[src/rtl/mul_pkg.sv]
// Shared definitions for the sequential multiplier: op encodings, FSM states,
// parameter legality checks and operand signedness decode.
// No logic of its own; imported by the multiplier top and its step datapath.
package mul_pkg;

  localparam logic [1:0] OP_MUL    = 2'b00;
  localparam logic [1:0] OP_MULH   = 2'b01;
  localparam logic [1:0] OP_MULHSU = 2'b10;
  localparam logic [1:0] OP_MULHU  = 2'b11;

  typedef enum logic [1:0] {
    ST_IDLE = 2'd0,
    ST_CALC = 2'd1,
    ST_FIX  = 2'd2,
    ST_DONE = 2'd3
  } state_e;

  // Operand width must be even and within 8..64.
  function automatic bit width_legal(int w);
    return (w >= 8) && (w <= 64) && ((w % 2) == 0);
  endfunction

  // Bits retired per CALC cycle must be 1, 2 or 4 and divide the width.
  function automatic bit bpc_legal(int w, int bpc);
    return ((bpc == 1) || (bpc == 2) || (bpc == 4)) && ((w % bpc) == 0);
  endfunction

  // rs1 is signed for MULH and MULHSU.
  function automatic bit a_is_signed(logic [1:0] op);
    return (op == OP_MULH) || (op == OP_MULHSU);
  endfunction

  // rs2 is signed for MULH only.
  function automatic bit b_is_signed(logic [1:0] op);
    return (op == OP_MULH);
  endfunction

endpackage

[src/rtl/mul_step.sv]
// One shift-add iteration: adds the partial products of |a| selected by the
// current multiplier bits into the accumulator. Purely combinational.
// No flow control; the caller sequences iterations.
module mul_step
  import mul_pkg::*;
#(
  parameter int WIDTH        = 32,
  parameter int BITS_PER_CYC = 1,
  parameter int CNT_W        = 5
) (
  input  logic [2*WIDTH-1:0]    acc_i,
  input  logic [WIDTH-1:0]      a_abs_i,
  input  logic [BITS_PER_CYC-1:0] b_bits_i,
  input  logic [CNT_W-1:0]      iter_i,
  output logic [2*WIDTH-1:0]    acc_next_o
);

  // Bit k of this group carries weight iter*BITS_PER_CYC + k.
  always_comb begin
    acc_next_o = acc_i;
    for (int k = 0; k < BITS_PER_CYC; k++) begin
      if (b_bits_i[k]) begin
        acc_next_o = acc_next_o +
                     ({{WIDTH{1'b0}}, a_abs_i} << (int'(iter_i) * BITS_PER_CYC + k));
      end
    end
  end

endmodule

[src/rtl/seq_multiply_unit.sv]
// Sequential RISC-V M multiplier (MUL/MULH/MULHSU/MULHU) on magnitudes with a final sign fix.
// Latency: WIDTH/BITS_PER_CYC + 2 cycles from accept edge to first edge sampling out_valid.
// Backpressure: one op in flight; in_ready only in IDLE, result held in DONE until out_ready.
module seq_multiply_unit
  import mul_pkg::*;
#(
  parameter int WIDTH        = 32,
  parameter int BITS_PER_CYC = 1
) (
  input  logic               clk,
  input  logic               rst_n,
  input  logic               in_valid,
  output logic               in_ready,
  input  logic [1:0]         op,
  input  logic [WIDTH-1:0]   a,
  input  logic [WIDTH-1:0]   b,
  output logic               out_valid,
  input  logic               out_ready,
  output logic [WIDTH-1:0]   result,
  output logic [2*WIDTH-1:0] product,
  output logic               busy
);

  localparam int STEPS = WIDTH / BITS_PER_CYC;
  localparam int CNT_W = (STEPS > 1) ? $clog2(STEPS) : 1;
  localparam logic [CNT_W-1:0] LAST_ITER = CNT_W'(STEPS - 1);

  if (!width_legal(WIDTH) || !bpc_legal(WIDTH, BITS_PER_CYC)) begin : g_bad_params
    $error("seq_multiply_unit: illegal WIDTH/BITS_PER_CYC combination");
  end

  state_e               state_q, state_d;
  logic [1:0]           op_q, op_d;
  logic [WIDTH-1:0]     a_abs_q, a_abs_d;
  logic [WIDTH-1:0]     b_abs_q, b_abs_d;
  logic                 neg_q, neg_d;
  logic [CNT_W-1:0]     iter_q, iter_d;
  logic [2*WIDTH-1:0]   acc_q, acc_d;
  logic [2*WIDTH-1:0]   step_acc;
  logic                 a_neg, b_neg;

  assign a_neg = a_is_signed(op) && a[WIDTH-1];
  assign b_neg = b_is_signed(op) && b[WIDTH-1];

  // The multiplier register shifts right each step, so the low bits are always
  // the group belonging to the current iteration.
  mul_step #(
    .WIDTH        (WIDTH),
    .BITS_PER_CYC (BITS_PER_CYC),
    .CNT_W        (CNT_W)
  ) u_step (
    .acc_i      (acc_q),
    .a_abs_i    (a_abs_q),
    .b_bits_i   (b_abs_q[BITS_PER_CYC-1:0]),
    .iter_i     (iter_q),
    .acc_next_o (step_acc)
  );

  // Next-state and datapath updates for the IDLE/CALC/FIX/DONE sequence.
  always_comb begin
    state_d = state_q;
    op_d    = op_q;
    a_abs_d = a_abs_q;
    b_abs_d = b_abs_q;
    neg_d   = neg_q;
    iter_d  = iter_q;
    acc_d   = acc_q;
    case (state_q)
      ST_IDLE: begin
        if (in_valid) begin
          op_d    = op;
          // Negating the most-negative value yields the correct unsigned magnitude.
          a_abs_d = a_neg ? (~a + 1'b1) : a;
          b_abs_d = b_neg ? (~b + 1'b1) : b;
          neg_d   = a_neg ^ b_neg;
          iter_d  = '0;
          acc_d   = '0;
          state_d = ST_CALC;
        end
      end
      ST_CALC: begin
        acc_d   = step_acc;
        b_abs_d = b_abs_q >> BITS_PER_CYC;
        iter_d  = iter_q + 1'b1;
        if (iter_q == LAST_ITER) begin
          state_d = ST_FIX;
        end
      end
      ST_FIX: begin
        if (neg_q) begin
          acc_d = ~acc_q + 1'b1;
        end
        state_d = ST_DONE;
      end
      ST_DONE: begin
        if (out_ready) begin
          state_d = ST_IDLE;
        end
      end
      default: state_d = ST_IDLE;
    endcase
  end

  // State and datapath registers; reset discards any operation in flight.
  always_ff @(posedge clk or negedge rst_n) begin
    if (!rst_n) begin
      state_q <= ST_IDLE;
      op_q    <= OP_MUL;
      a_abs_q <= '0;
      b_abs_q <= '0;
      neg_q   <= 1'b0;
      iter_q  <= '0;
      acc_q   <= '0;
    end else begin
      state_q <= state_d;
      op_q    <= op_d;
      a_abs_q <= a_abs_d;
      b_abs_q <= b_abs_d;
      neg_q   <= neg_d;
      iter_q  <= iter_d;
      acc_q   <= acc_d;
    end
  end

  assign in_ready  = (state_q == ST_IDLE);
  assign busy      = (state_q != ST_IDLE);
  assign out_valid = (state_q == ST_DONE);
  assign product   = out_valid ? acc_q : '0;
  assign result    = !out_valid         ? '0 :
                     (op_q == OP_MUL)   ? acc_q[WIDTH-1:0] : acc_q[2*WIDTH-1:WIDTH];

endmodule

[config.mk]
export PLATFORM = sky130hd
export DESIGN_NAME = seq_multiply_unit
export DESIGN_NICKNAME = d
export VERILOG_FILES = /design/src/rtl/mul_pkg.sv /design/src/rtl/mul_step.sv /design/src/rtl/seq_multiply_unit.sv
export SDC_FILE = /design/constraint.sdc
export NUM_CORES = 1
export LEC_CHECK = 0
export CORE_AREA = 4 4 181 183
export DETAILED_ROUTE_END_ITERATION = 6
export DIE_AREA = 0 0 185 187
export MAX_ROUTING_LAYER = met4
export PLACE_DENSITY = 0.68
export SLEW_MARGIN = 20
export SYNTH_ARGS = -nofsm -noshare
export SYNTH_HDL_FRONTEND = slang
export SYNTH_SLANG_ARGS = --single-unit
export TNS_END_PERCENT = 1
[constraint.sdc]
create_clock -name clk -period 5 [get_ports clk]
set_input_delay 1 -clock clk [delete_from_list [all_inputs] [get_ports clk]]
set_output_delay 1 -clock clk [all_outputs]
set_load 0.05 [all_outputs]
==> impl_results.md <==
- Fraction of layout instances using a drive strength above 1: 0.105
- Nets@finish: 2273
- Library cell used as clock root buffer: clkbuf_16
- Most area-consuming cells after synthesis: dfrtp_1 (23%), a21oi_1 (7.6%), o21ai_0 (7.4%)
- P per Cell Area: 704 nW/um2
- Cell area reported after detailed placement: 17100 um2
- Clock insertion delay at the later pin of the skew report: 450 ps
- Worst setup startpoint: iter_q[0]
- Count of unique library cells instantiated by Yosys: 79
- Internal power: 5.76 mW
- Instance count of the mapped netlist: 1982
- Clock tree sinks: 138
- Switching share of power: 0.541
- Overall die width: 185 um
- Total via count after detailed routing: 15633
- Endpoints failing hold: 0
- Detail-routed net length per standard cell: 20.7 um
- Worst min path class: register to register
- GRT Resource Usage Total: 0.303
- Run status: complete, no violations
- Number of synthesized flops with an enable pin: 0
- Worst IR drop on VDD: 0.409 mV
- Antenna violation net count after detailed routing: 0
- Critical setup path kind: register to register
- Clock transition at the registers of the reported paths: 70 ps
- CTS hold repair buffers: 0
- Global-route wire length before repair: 81.3 mm
- Number of antenna violations at the first check in global routing: 0
- Area growth from synthesis to layout: 20.4%
- Detailed Place HPWL: 41.4 mm
- Total DRC errors in the routed layout: 0
- Clock Power Share: 0.105
- Mean area per synthesized cell: 7.47 um2
- Largest net degree at the start of global routing: 93
- First DRT Iteration DRCs: 1519
- Core box area: 31200 um2
- Vias in the first global route: 14481
- Die Span Y: 187 um
- Total Neg Setup Slack: 0 ps
- Worst endpoint required time: 5310 ps
- Router iterations before antenna repair: 5
- Fraction of registers with async set/reset: 1.00
- Dominant cell by count in the synthesized netlist: a21oi_1
- Actual slew at the worst max-slew pin: 973 ps
- Die Footprint: 34600 um2
- Starting density of the core: 0.474
- Sequential-to-total area share from yosys stat: 0.233
- Worst slew margin relative to its limit: 0.351
- Post-route standard cell area excluding fillers: 17800 um2
- Max-capacitance violation count: 0
- CP max FO: 33
- Average vias per placed instance: 6.15
- CTS H-tree depth: 4
- Final setup skew: 11.5 ps
- Cell Area, Synth: 14800 um2
- CTS tree: built
- Final GP Congestion: 1.01
- Final setup violation count: 0
- Ports placed on the boundary: 169
- Final cycle utilization of the critical path: 0.957
- Yosys top cell by area: dfrtp_1
- Minimum period implied by the final worst setup slack: 4780 ps
- Std cell rows: 65
- Most instantiated cells after synthesis: a21oi_1 (224), nor2_1 (223), o21ai_0 (218)
- Combinational group share of total power: 0.722
- Yosys reg bits: 138
- Seq pwr share: 0.173
- Max-slew violation count: 0
- Startpoint of the most critical hold path: b_abs_q[10]
- Number of diodes added for antenna fixing: 0
- RSZ-0062 raised after global routing: yes
- Switching power: 6.78 mW
- Wirelength, routed: 52.8 mm
- Leakage power: 7.22 nW
- Arrival time reported for the critical path endpoint: 5090 ps
- Proportion of netlist area held by the largest area contributor: 0.233
- Bufs on Longest Clock Path: 2
- Final cell utilization of the core: 0.571
- Leading register cell type out of synthesis: dfrtp_1
- Origin of the critical flop-to-flop path: iter_q[0]
- Type of destination of the critical path: register
- Total grt overflow: 0
- Number of I/O port buffers: 168
- Syn. warnings: 0
- Maximum achievable frequency: 0.209 GHz
- TritonCTS buffer count: 17
- Total nets after synthesis: 2126
- Type of element launching the critical path: register
kinds of logic (layout without fill, tap and decap cells):
group | count (synthesis) | in the layout | share of synthesized area
AND/OR/NAND/NOR | 718 | 718 | 0.240
AO/OA/AOI/OAI | 650 | 650 | 0.258
buffers and inverters | 195 | 355 | 0.0577
flip-flops | 138 | 138 | 0.233
XOR/XNOR | 114 | 114 | 0.0674
multiplexers | 93 | 93 | 0.0807
adder cells (fa/ha/maj) | 74 | 74 | 0.0630
power by group through the flow:
stage | logic [mW] | clock network (mW) | registers (mW)
2_1_floorplan | 6.07 | 0 | 1.85
3_3_place_gp | 8.73 | 0 | 2.15
3_5_place_dp | 8.76 | 0 | 2.17
4_1_cts | 8.79 | 1.33 | 2.15
5_1_grt | 9.80 | 1.38 | 2.22
6_report | 9.05 | 1.32 | 2.17
layer usage:
| layer | vias to the layer above | share of wire | GRT usage |
|---|---|---|---|
| met5 | - | 0 | - |
| met4 | 0 | 0.037 | 0.121 |
| met3 | 114 | 0.096 | 0.0587 |
| met2 | 747 | 0.42 | 0.433 |
| met1 | 7281 | 0.44 | 0.424 |
| li1 | 7491 | - | - |
state kept, by name, indices dropped and copies added, names as in the netlist:
register	count
a_abs_q	32
state_q	2
acc_q	64
iter_q	5
b_abs_q	32
neg_q	1
op_q	2
critical path, cell delays in order (launching register included):
cell and delay (ps):
dfrtp_2 400, buf_12 230, mux4_2 560, mux2i_2 210
nand2_1 90, o21ai_1 220, mux2i_2 150, ha_2 330
a21oi_1 210, o21ai_0 150, a21o_1 200, a21o_1 180
a221oi_1 320, o311ai_0 180, buf_4 170, a21oi_1 210
nand2_1 110, a41oi_1 250, xor2_1 310, o221ai_1 150
final cells by class:
type	count	area (um2)
clock inverter	14	163
timing repair buffer	256	2380
clock buffer	18	439
sequential	138	3450
inverter	67	251
tap	402	503
multi-input combinational	1649	10600
fill	2916	13400
final timing paths:
check	end	slack (ps)	cells past startpoint
max	acc_q[61]	220	19
min	b_abs_q[10]	480	2
max reg2reg	acc_q[61]	220	19
min reg2reg	b_abs_q[10]	480	2
max in group asynchronous	acc_q[57]	3390	2
min in group asynchronous	acc_q[4]	590	1
cell usage in the layout (no fill, tap or decap), types with 68 or more instances in the layout:
| cell | n |
|---|---|
| ha_1 | 69 |
| buf_4 | 85 |
| o21ai_0 | 215 |
| dfrtp_1 | 137 |
| a21oi_1 | 221 |
| clkdlybuf4s50_1 | 167 |
| xnor2_1 | 68 |
| and2_1 | 73 |
| nand2_1 | 178 |
| nor2_1 | 221 |
through the flow:
stage               total power [mW]  instances  setup slack, ps  hold WS (ps)
floorplan                       7.92       1982              164           450
global placement                10.9       2512             85.5           462
detailed placement              10.9       2512              125           470
CTS                             12.3       2544             99.9           485
global route                    13.4       2544            -56.4           507
finish                          12.5       2544              215           484
repair_timing:
action,CTS,global route
endpoints found under the setup margin,0,16
setup buffers,0,0
gates resized for setup,0,24
(Power assumes the default switching activity.)
